[config.mk]
export PLATFORM = sky130hd
export DESIGN_NAME = mem_wb_stage
export DESIGN_NICKNAME = d
export VERILOG_FILES = /design/src/rtl/mem_wb_stage.sv
export SDC_FILE = /design/constraint.sdc
export NUM_CORES = 1
export LEC_CHECK = 0
export BUFFER_PORTS_ARGS = -buffer_cell sky130_fd_sc_hd__buf_2
export CAP_MARGIN = 10
export CORE_ASPECT_RATIO = 0.6
export CORE_MARGIN = 4
export CORE_UTILIZATION = 40
export DETAILED_ROUTE_END_ITERATION = 8
export PLACE_DENSITY = 0.71
export SYNTH_ARGS = -nofsm -noshare
export SYNTH_HDL_FRONTEND = slang
export SYNTH_SLANG_ARGS = --single-unit
[constraint.sdc]
create_clock -name clk_i -period 3.9 [get_ports clk_i]
set_input_delay 0.78 -clock clk_i [delete_from_list [all_inputs] [get_ports clk_i]]
set_output_delay 0.78 -clock clk_i [all_outputs]
set_load 0.05 [all_outputs]
[src/rtl/mem_wb_stage.sv]
// mem_wb_stage: memory-access stage plus MEM/WB pipeline register.
// Runs a req/ack transaction with data memory for loads and stores,
// stalls the upstream pipeline until the access completes or times out,
// and registers the write-back bundle for the WB stage.
// Optional feature: define MEM_ALIGN_CHECK_EN to reject misaligned
// accesses (no request, err_o pulse) instead of clearing address bits [1:0].
module mem_wb_stage #(
    parameter int unsigned TIMEOUT_CYCLES = 16
) (
    input  logic        clk_i,
    input  logic        rst_i,
    input  logic [31:0] ALUResult_i,
    input  logic [31:0] RDData_i,
    input  logic [4:0]  RDaddr_i,
    input  logic        RegWrite_i,
    input  logic        MemToReg_i,
    input  logic        MemRead_i,
    input  logic        MemWrite_i,
    output logic        mem_req_o,
    output logic        mem_we_o,
    output logic [31:0] mem_addr_o,
    output logic [31:0] mem_wdata_o,
    input  logic        mem_ack_i,
    input  logic [31:0] mem_rdata_i,
    output logic        stall_o,
    output logic        err_o,
    output logic        RegWrite_o,
    output logic        MemToReg_o,
    output logic [31:0] ALUResult_o,
    output logic [31:0] ReadData_o,
    output logic [4:0]  RDaddr_o
);

    localparam int unsigned CntW = 8;
    localparam logic [CntW-1:0] TimeoutLast = CntW'(TIMEOUT_CYCLES - 1);

    typedef enum logic [1:0] {
        IDLE = 2'd0,
        REQ  = 2'd1,
        DONE = 2'd2
    } state_t;

    state_t          state;
    logic [CntW-1:0] timeoutCnt;
    logic [31:0]     rdataQ;
    logic            timedOut;

    logic memOp;
    logic misaligned;
    logic startAccess;

    assign memOp = MemRead_i | MemWrite_i;

    // Misalignment only matters when the check is built in; otherwise the
    // low address bits are simply dropped when the request is issued.
`ifdef MEM_ALIGN_CHECK_EN
    assign misaligned = memOp & (ALUResult_i[1:0] != 2'b00);
`else
    assign misaligned = 1'b0;
`endif

    // An access starts only from IDLE; in DONE the memory flags still
    // belong to the instruction just served and must not retrigger.
    assign startAccess = (state == IDLE) & memOp & ~misaligned;

    // Freeze upstream while an access is being launched or is in flight.
    assign stall_o = ~rst_i & (startAccess | (state == REQ));

    // FSM, memory request interface and MEM/WB register.
    always_ff @(posedge clk_i) begin
        if (rst_i) begin
            state       <= IDLE;
            timeoutCnt  <= '0;
            rdataQ      <= '0;
            timedOut    <= 1'b0;
            mem_req_o   <= 1'b0;
            mem_we_o    <= 1'b0;
            mem_addr_o  <= '0;
            mem_wdata_o <= '0;
            err_o       <= 1'b0;
            RegWrite_o  <= 1'b0;
            MemToReg_o  <= 1'b0;
            ALUResult_o <= '0;
            ReadData_o  <= '0;
            RDaddr_o    <= '0;
        end else begin
            err_o <= 1'b0;
            case (state)
                IDLE: begin
                    if (!memOp) begin
                        RegWrite_o  <= RegWrite_i;
                        MemToReg_o  <= MemToReg_i;
                        ALUResult_o <= ALUResult_i;
                        RDaddr_o    <= RDaddr_i;
                        ReadData_o  <= '0;
                    end else if (misaligned) begin
                        RegWrite_o  <= 1'b0;
                        MemToReg_o  <= 1'b0;
                        ALUResult_o <= ALUResult_i;
                        RDaddr_o    <= RDaddr_i;
                        ReadData_o  <= '0;
                        err_o       <= 1'b1;
                    end else begin
                        // Bubble into WB while the access runs.
                        RegWrite_o  <= 1'b0;
                        MemToReg_o  <= 1'b0;
                        mem_req_o   <= 1'b1;
                        mem_we_o    <= MemWrite_i;
                        mem_addr_o  <= {ALUResult_i[31:2], 2'b00};
                        mem_wdata_o <= RDData_i;
                        timeoutCnt  <= '0;
                        timedOut    <= 1'b0;
                        state       <= REQ;
                    end
                end
                REQ: begin
                    RegWrite_o <= 1'b0;
                    MemToReg_o <= 1'b0;
                    if (mem_ack_i) begin
                        rdataQ    <= mem_we_o ? 32'd0 : mem_rdata_i;
                        mem_req_o <= 1'b0;
                        state     <= DONE;
                    end else if (timeoutCnt == TimeoutLast) begin
                        rdataQ    <= '0;
                        mem_req_o <= 1'b0;
                        err_o     <= 1'b1;
                        timedOut  <= 1'b1;
                        state     <= DONE;
                    end else begin
                        timeoutCnt <= timeoutCnt + CntW'(1);
                    end
                end
                DONE: begin
                    // Upstream is still holding the served instruction here.
                    RegWrite_o  <= RegWrite_i & ~timedOut;
                    MemToReg_o  <= MemToReg_i;
                    ALUResult_o <= ALUResult_i;
                    RDaddr_o    <= RDaddr_i;
                    ReadData_o  <= rdataQ;
                    state       <= IDLE;
                end
                default: begin
                    state <= IDLE;
                end
            endcase
        end
    end

endmodule

==> out/qor.yml, run 1 <==
outcome:
  status: "completed"
critical_path:
  required_ns: 3.12
  rr_startpoint: "state[1]"
  cp_cell_sequence: "inv_1, ha_1, o21a_2, nor2_1, nor2_1, buf_2"
  crit_path_top_delay_cell: "o21a_2"
  crit_arrival_ns: 2.25
  setup.worst_path.start: "state[1]"
  worst-setup-path-type: "flip-flop to output port"
  reg2reg_to: "timeoutCnt[6]"
  reg2regPathDepth: 6
  timing.reg2reg.setup_slack_ns: 1.48
  path_max_fanout: 17
  critPathCaptureType: "output port"
  path_common_cell: "nor2_1"
  cpPeakStageDelay_ns: 0.51
  startpoint_type: "flip-flop"
  crit_end: "stall_o"
global_routing:
  overflow: 0
  grt_usage: 0.196
  grt_first_pass_wirelength_um: 28900
  grtUsageMet2: 0.297
  grt_max_degree: 92
  top_usage_layer: "met2"
  met1_usage: 0.277
  antenna_found_initial: 2
  grt_pass1_vias: 5500
  gr-usage-met3: 0.0588
synth:
  synthCells: 719
  ys_ff_latch: 179
  yosysWarnings: 0
  synthTopCellsByArea: "dfxtp_1 (56%), nand2_1 (12%), a21oi_1 (8.0%), a22o_1 (4.4%), a22oi_1 (4.0%)"
  synthFlopType: "dfxtp_1"
  synth_top_area_cell: "dfxtp_1"
  synth_top_area_frac: 0.562
  async_reset_ff_frac: 0
  ys_seq_area_frac: 0.562
  synth-edff-count: 0
  synth.distinct_cells: 47
  syn_avg_cell_area_sq_um: 8.87
  syn_area_sq_um: 6380
floorplanning:
  num_rows: 35
  dieArea_sq_um: 18100
  die_w_um: 171
  start_util: 0.411
  die_h_um: 106
  core_area_sq_um: 15500
  ios: 247
cells_and_area:
  layout_commonest_cell: "buf_2"
  nets: 1052
  drive_above_1_share: 0.314
  final_cell_mix: "buf_2 (243), nand2_1 (208), dfxtp_1 (179)"
  syn_to_final_growth_pct: 30.1
  layoutNonFillerInstCount: 1154
  diodes: 0
power:
  seqPwrFrac: 0.397
  power.internal_mw: 3.30
  p_sw_mw: 2.04
  p_comb_frac: 0.281
  p_per_area_nw_per_um2: 643
  swShare: 0.382
  leakagePower_nw: 3.78
  clockPowerShare: 0.323
  vdd_drop_max_uv: 337
clock_tree:
  cts_tree: "done"
  cts_resized: 0
  htreeDepth: 4
  path_clk_slew_ns: 0.07
  worst_skew_pair.late_latency_ns: 0.42
  clk_path_buf_depth: 2
  cts-root-buf: "clkbuf_16"
  cts_sinks: 179
  holdBufCountCts: 0
  cts_setup_buffers: 0
  numCtsBuffers: 17
worst_hold_path:
  hold_class: "flip-flop to flip-flop"
  min_from: "mem_wdata_o[28]"
routing:
  postRouteAntennaNets: 0
  via_per_inst: 4.94
  totalWireLength_um: 18200
  avgRoutedWirePerCell_um: 15.8
  drc: 0
  via_count: 5706
  first_iter_violations: 379
  dr.pass1.iters: 4
timing:
  rsz0062_at_grt: "false"
  setup-tns-final_ns: 0
  drv_slew: 0
  hold_viol_final: 0
  max_freq_mhz: 330
  fin_crit_ns: 3.03
  fin_crit_sh: 0.777
  maxSlewHeadroom: 0.341
  finalClockSkew_ns: 0.0127
  tightest_slew_ns: 0.986
  finalSetupViolCount: 0
placement:
  port-buffer-count: 244
  dp_cells: 1122
  dpl.hpwl_um: 12800
  gp_congestion: 0.828
flow_run:
  drv_cap: 0
-- kinds of logic after synthesis --
logic type,after synthesis,synth area share
other,1,0.000588
multiplexers,3,0.00471
adder cells (fa/ha/maj),6,0.0118
buffers and inverters,61,0.0469
AND/OR/NAND/NOR,276,0.176
AO/OA/AOI/OAI,193,0.198
flip-flops,179,0.562
-- registers in the layout (all words and copies together) (netlist names), 2 cells and up --
name	cells
ReadData_o	32
timeoutCnt	8
mem_addr_o	30
ALUResult_o	32
state	2
rdataQ	32
RDaddr_o	5
mem_wdata_o	32
-- power by group through the flow --
stage          Sequential (mW)  Combinational (mW)  Clock (mW)
3_3_place_gp              2.15                1.49           0
2_1_floorplan             2.69               0.573           0
4_1_cts                   2.12                1.51        1.76
3_5_place_dp              2.16                1.51           0
5_1_grt                   2.14                1.62        1.83
6_report                  2.11                1.50        1.72
-- final cells by class --
class / count / area, sq um
well taps: 203 / 254
repair buffers: 253 / 1300
fillers: 1468 / 7210
flip-flops and latches: 179 / 3580
multi-input cells: 480 / 2530
clock inverters: 14 / 160
clock buffers: 18 / 439
inverters: 7 / 26.3
-- stage by stage --
stage | utilization | instance area [sq um] | setup slack [ns] | hold WS (ns) | power (mW)
global route | 0.535 | 8300 | 0.632 | 0.470 | 5.58
finish | 0.535 | 8300 | 0.869 | 0.453 | 5.33
global placement | 0.497 | 7700 | 1.24 | 0.438 | 3.64
CTS | 0.535 | 8300 | 0.819 | 0.454 | 5.38
detailed placement | 0.497 | 7700 | 1.22 | 0.444 | 3.66
floorplan | - | 6380 | 1.12 | 0.443 | 3.26
-- synthesized netlist by cell type (2+ instances only) --
master,n
a22oi_1,34
a21oi_1,102
ha_1,6
clkbuf_1,17
a22o_1,32
nor3_1,4
dfxtp_1,179
a21o_1,2
or3_1,2
o21a_1,2
nor2_1,42
mux2i_1,3
buf_2,26
a211oi_2,3
nand3_1,3
inv_1,7
buf_6,3
buf_4,4
nand2_1,208
a31oi_1,4
a211oi_1,2
nand2b_1,6
buf_1,4
-- worst max-delay path, delay by kind of cell (launching register included) --
family	cells	cell delay (ns)
DFF	1	0.33
AOI/OAI and AO/OA	1	0.51
buffers and inverters	2	0.39
and+or+nand+nor	2	0.20
adders and majority gates	1	0.39
-- how the worst min path moves through the flow --
stage	to	slack, ns	depth (start not counted)
floorplan	rdataQ[10]	0.44	1
global placement	ALUResult_o[14]	0.44	2
detailed placement	mem_wdata_o[25]	0.44	2
CTS	mem_wdata_o[25]	0.45	2
global route	mem_addr_o[24]	0.47	2
finish	mem_wdata_o[28]	0.45	2
-- metal layers --
metal,up-vias,routed length (um),part of all wire
met5,-,21,0.0012
met3,18,1430,0.078
met4,4,118,0.0065
met1,2628,8910,0.49
li1,2871,-,-
met2,185,7770,0.43
Power figures use the tool's default switching activity.
==> run 2: changes to the inputs <==
==> constraint.sdc (replaced) <==
create_clock -name clk_i -period 2.9 [get_ports clk_i]
set_input_delay 0.58 -clock clk_i [delete_from_list [all_inputs] [get_ports clk_i]]
set_output_delay 0.58 -clock clk_i [all_outputs]
set_load 0.05 [all_outputs]
==> run 2 against run 1 <==
Against the previous run: routed wire length fell by 0.37%; register-to-register slack got worse by 0.78 ns; core utilization rose by 0.097 points; combinational power rose by 35%; largest cell class unchanged; sequential share of layout area fell by 0.078 points; critical endpoint unchanged; via count rose by 1.4%; clock power rose by 35%; global-route usage fell by 0.13 points; critical path type unchanged.
==> out/qor.yml, run 2 (synthesized netlist as in run 1, its figures left out) <==
clock_tree:
  cts-root-buf: "clkbuf_16"
  clk_path_buf_depth: 2
  cts_sinks: 179
  holdBufCountCts: 0
  worst_skew_pair.late_latency_ns: 0.42
  htreeDepth: 4
  cts_resized: 0
  cts_tree: "done"
  cts_setup_buffers: 0
  path_clk_slew_ns: 0.07
  numCtsBuffers: 17
timing:
  drv_slew: 0
  rsz0062_at_grt: "false"
  finalClockSkew_ns: 0.0123
  hold_viol_final: 0
  fin_crit_ns: 2.58
  maxSlewHeadroom: 0.491
  tightest_slew_ns: 0.760
  fin_crit_sh: 0.891
  max_freq_mhz: 387
  setup-tns-final_ns: 0
  finalSetupViolCount: 0
critical_path:
  rr_startpoint: "state[1]"
  crit_path_top_delay_cell: "ha_1"
  path_max_fanout: 7
  worst-setup-path-type: "flip-flop to output port"
  crit_arrival_ns: 2.00
  startpoint_type: "flip-flop"
  reg2regPathDepth: 7
  cp_cell_sequence: "inv_1, ha_1, o21a_2, nor2_1, nor2_1, buf_2"
  critPathCaptureType: "output port"
  reg2reg_to: "timeoutCnt[3]"
  path_common_cell: "nor2_1"
  timing.reg2reg.setup_slack_ns: 0.70
  required_ns: 2.32
  cpPeakStageDelay_ns: 0.41
floorplanning:
  die_h_um: 106
  start_util: 0.411
  dieArea_sq_um: 18100
  core_area_sq_um: 15500
  num_rows: 35
  ios: 247
  die_w_um: 171
routing:
  totalWireLength_um: 18200
  via_per_inst: 5.00
  avgRoutedWirePerCell_um: 15.7
  wl_met1_um: 8640
  via_count: 5785
  met3WireLength_um: 1490
  met2_wirelength_um: 7920
  dr.pass1.iters: 5
  postRouteAntennaNets: 0
  drc: 0
  dr.max_layer_used: "met5"
  first_iter_violations: 428
placement:
  dpl.hpwl_um: 12600
  port-buffer-count: 244
  gp_congestion: 0.865
  postPlaceCellArea_sq_um: 7720
  dp_cells: 1125
cells_and_area:
  syn_to_final_growth_pct: 30.3
  final_cell_mix: "buf_2 (243), nand2_1 (208), dfxtp_1 (179)"
  layoutNonFillerInstCount: 1157
  nets: 1055
  diodes: 0
  fillCellCount: 1494
  design_area_sq_um: 8310
  drive_above_1_share: 0.317
  layout_commonest_cell: "buf_2"
power:
  finalPower_mw: 7.18
  p_per_area_nw_per_um2: 864
  vdd_drop_max_uv: 398
  leakagePower_nw: 3.80
outcome:
  status: "completed"
global_routing:
  overflow: 0
  grt_usage: 0.195
  grt_max_degree: 62
  grt_pass1_vias: 5436
  grt_first_pass_wirelength_um: 28600
  antenna_found_initial: 2
worst_hold_path:
  hold_depth: 2
  hold_class: "input pin to flip-flop"
  min_delay_worst_endpoint: "rdataQ[30]"
  min_from: "mem_rdata_i[30]"
flow_run:
  drv_cap: 0
[run 2: changes by cell type in the layout (fill, tap and decap cells not counted), sizes merged]
cell and delta:
buf +3, clkinv -3, inv +3
[run 2: worst max-delay path: cells and delay by family, from the launching register on]
kind                       cells  cell delay [ns]
DFF                            1             0.34
AOI/OAI and AO/OA              1             0.30
and+or+nand+nor                2             0.15
adders and majority gates      1             0.41
buffers and inverters          2             0.38
[run 2: area by class of cell]
cell class | count | area (sq um) | share of cell area
sequential | 179 | 3580 | 0.431
timing repair buffer | 256 | 1330 | 0.160
tap | 203 | 254 | 0.0306
multi-input combinational | 480 | 2530 | 0.304
inverter | 7 | 26.3 | 0.00316
clock buffer | 18 | 439 | 0.0528
clock inverter | 14 | 153 | 0.0184
[run 2: how the worst max path moves through the flow]
stage | from | end | slack (ns) | depth (start not counted)
2_1_floorplan | state[0] | stall_o | 0.43 | 7
3_3_place_gp | state[1] | mem_req_o | 0.77 | 6
3_5_place_dp | state[0] | mem_req_o | 0.71 | 6
4_1_cts | state[0] | stall_o | 0.29 | 6
5_1_grt | state[0] | stall_o | 0.19 | 6
6_report | state[0] | stall_o | 0.32 | 6
[run 2: where the power goes]
group,internal (mW),switching [mW]
Clock,1.26,1.06
Combinational,0.482,1.54
Sequential,2.71,0.133
Total,4.45,2.73
[run 2: routing by layer]
metal	vias up	GRT usage
li1	2879	-
met1	2694	0.270
met2	192	0.301
met3	16	0.0592
met4	4	0.0373
met5	-	0
[run 2: stage by stage]
step / util / hold slack (ns) / setup slack [ns]
3_5_place_dp: 0.498 / 0.444 / 0.715
3_3_place_gp: 0.498 / 0.438 / 0.770
5_1_grt: 0.536 / 0.364 / 0.186
6_report: 0.536 / 0.375 / 0.317
4_1_cts: 0.536 / 0.358 / 0.291
2_1_floorplan: - / 0.443 / 0.432
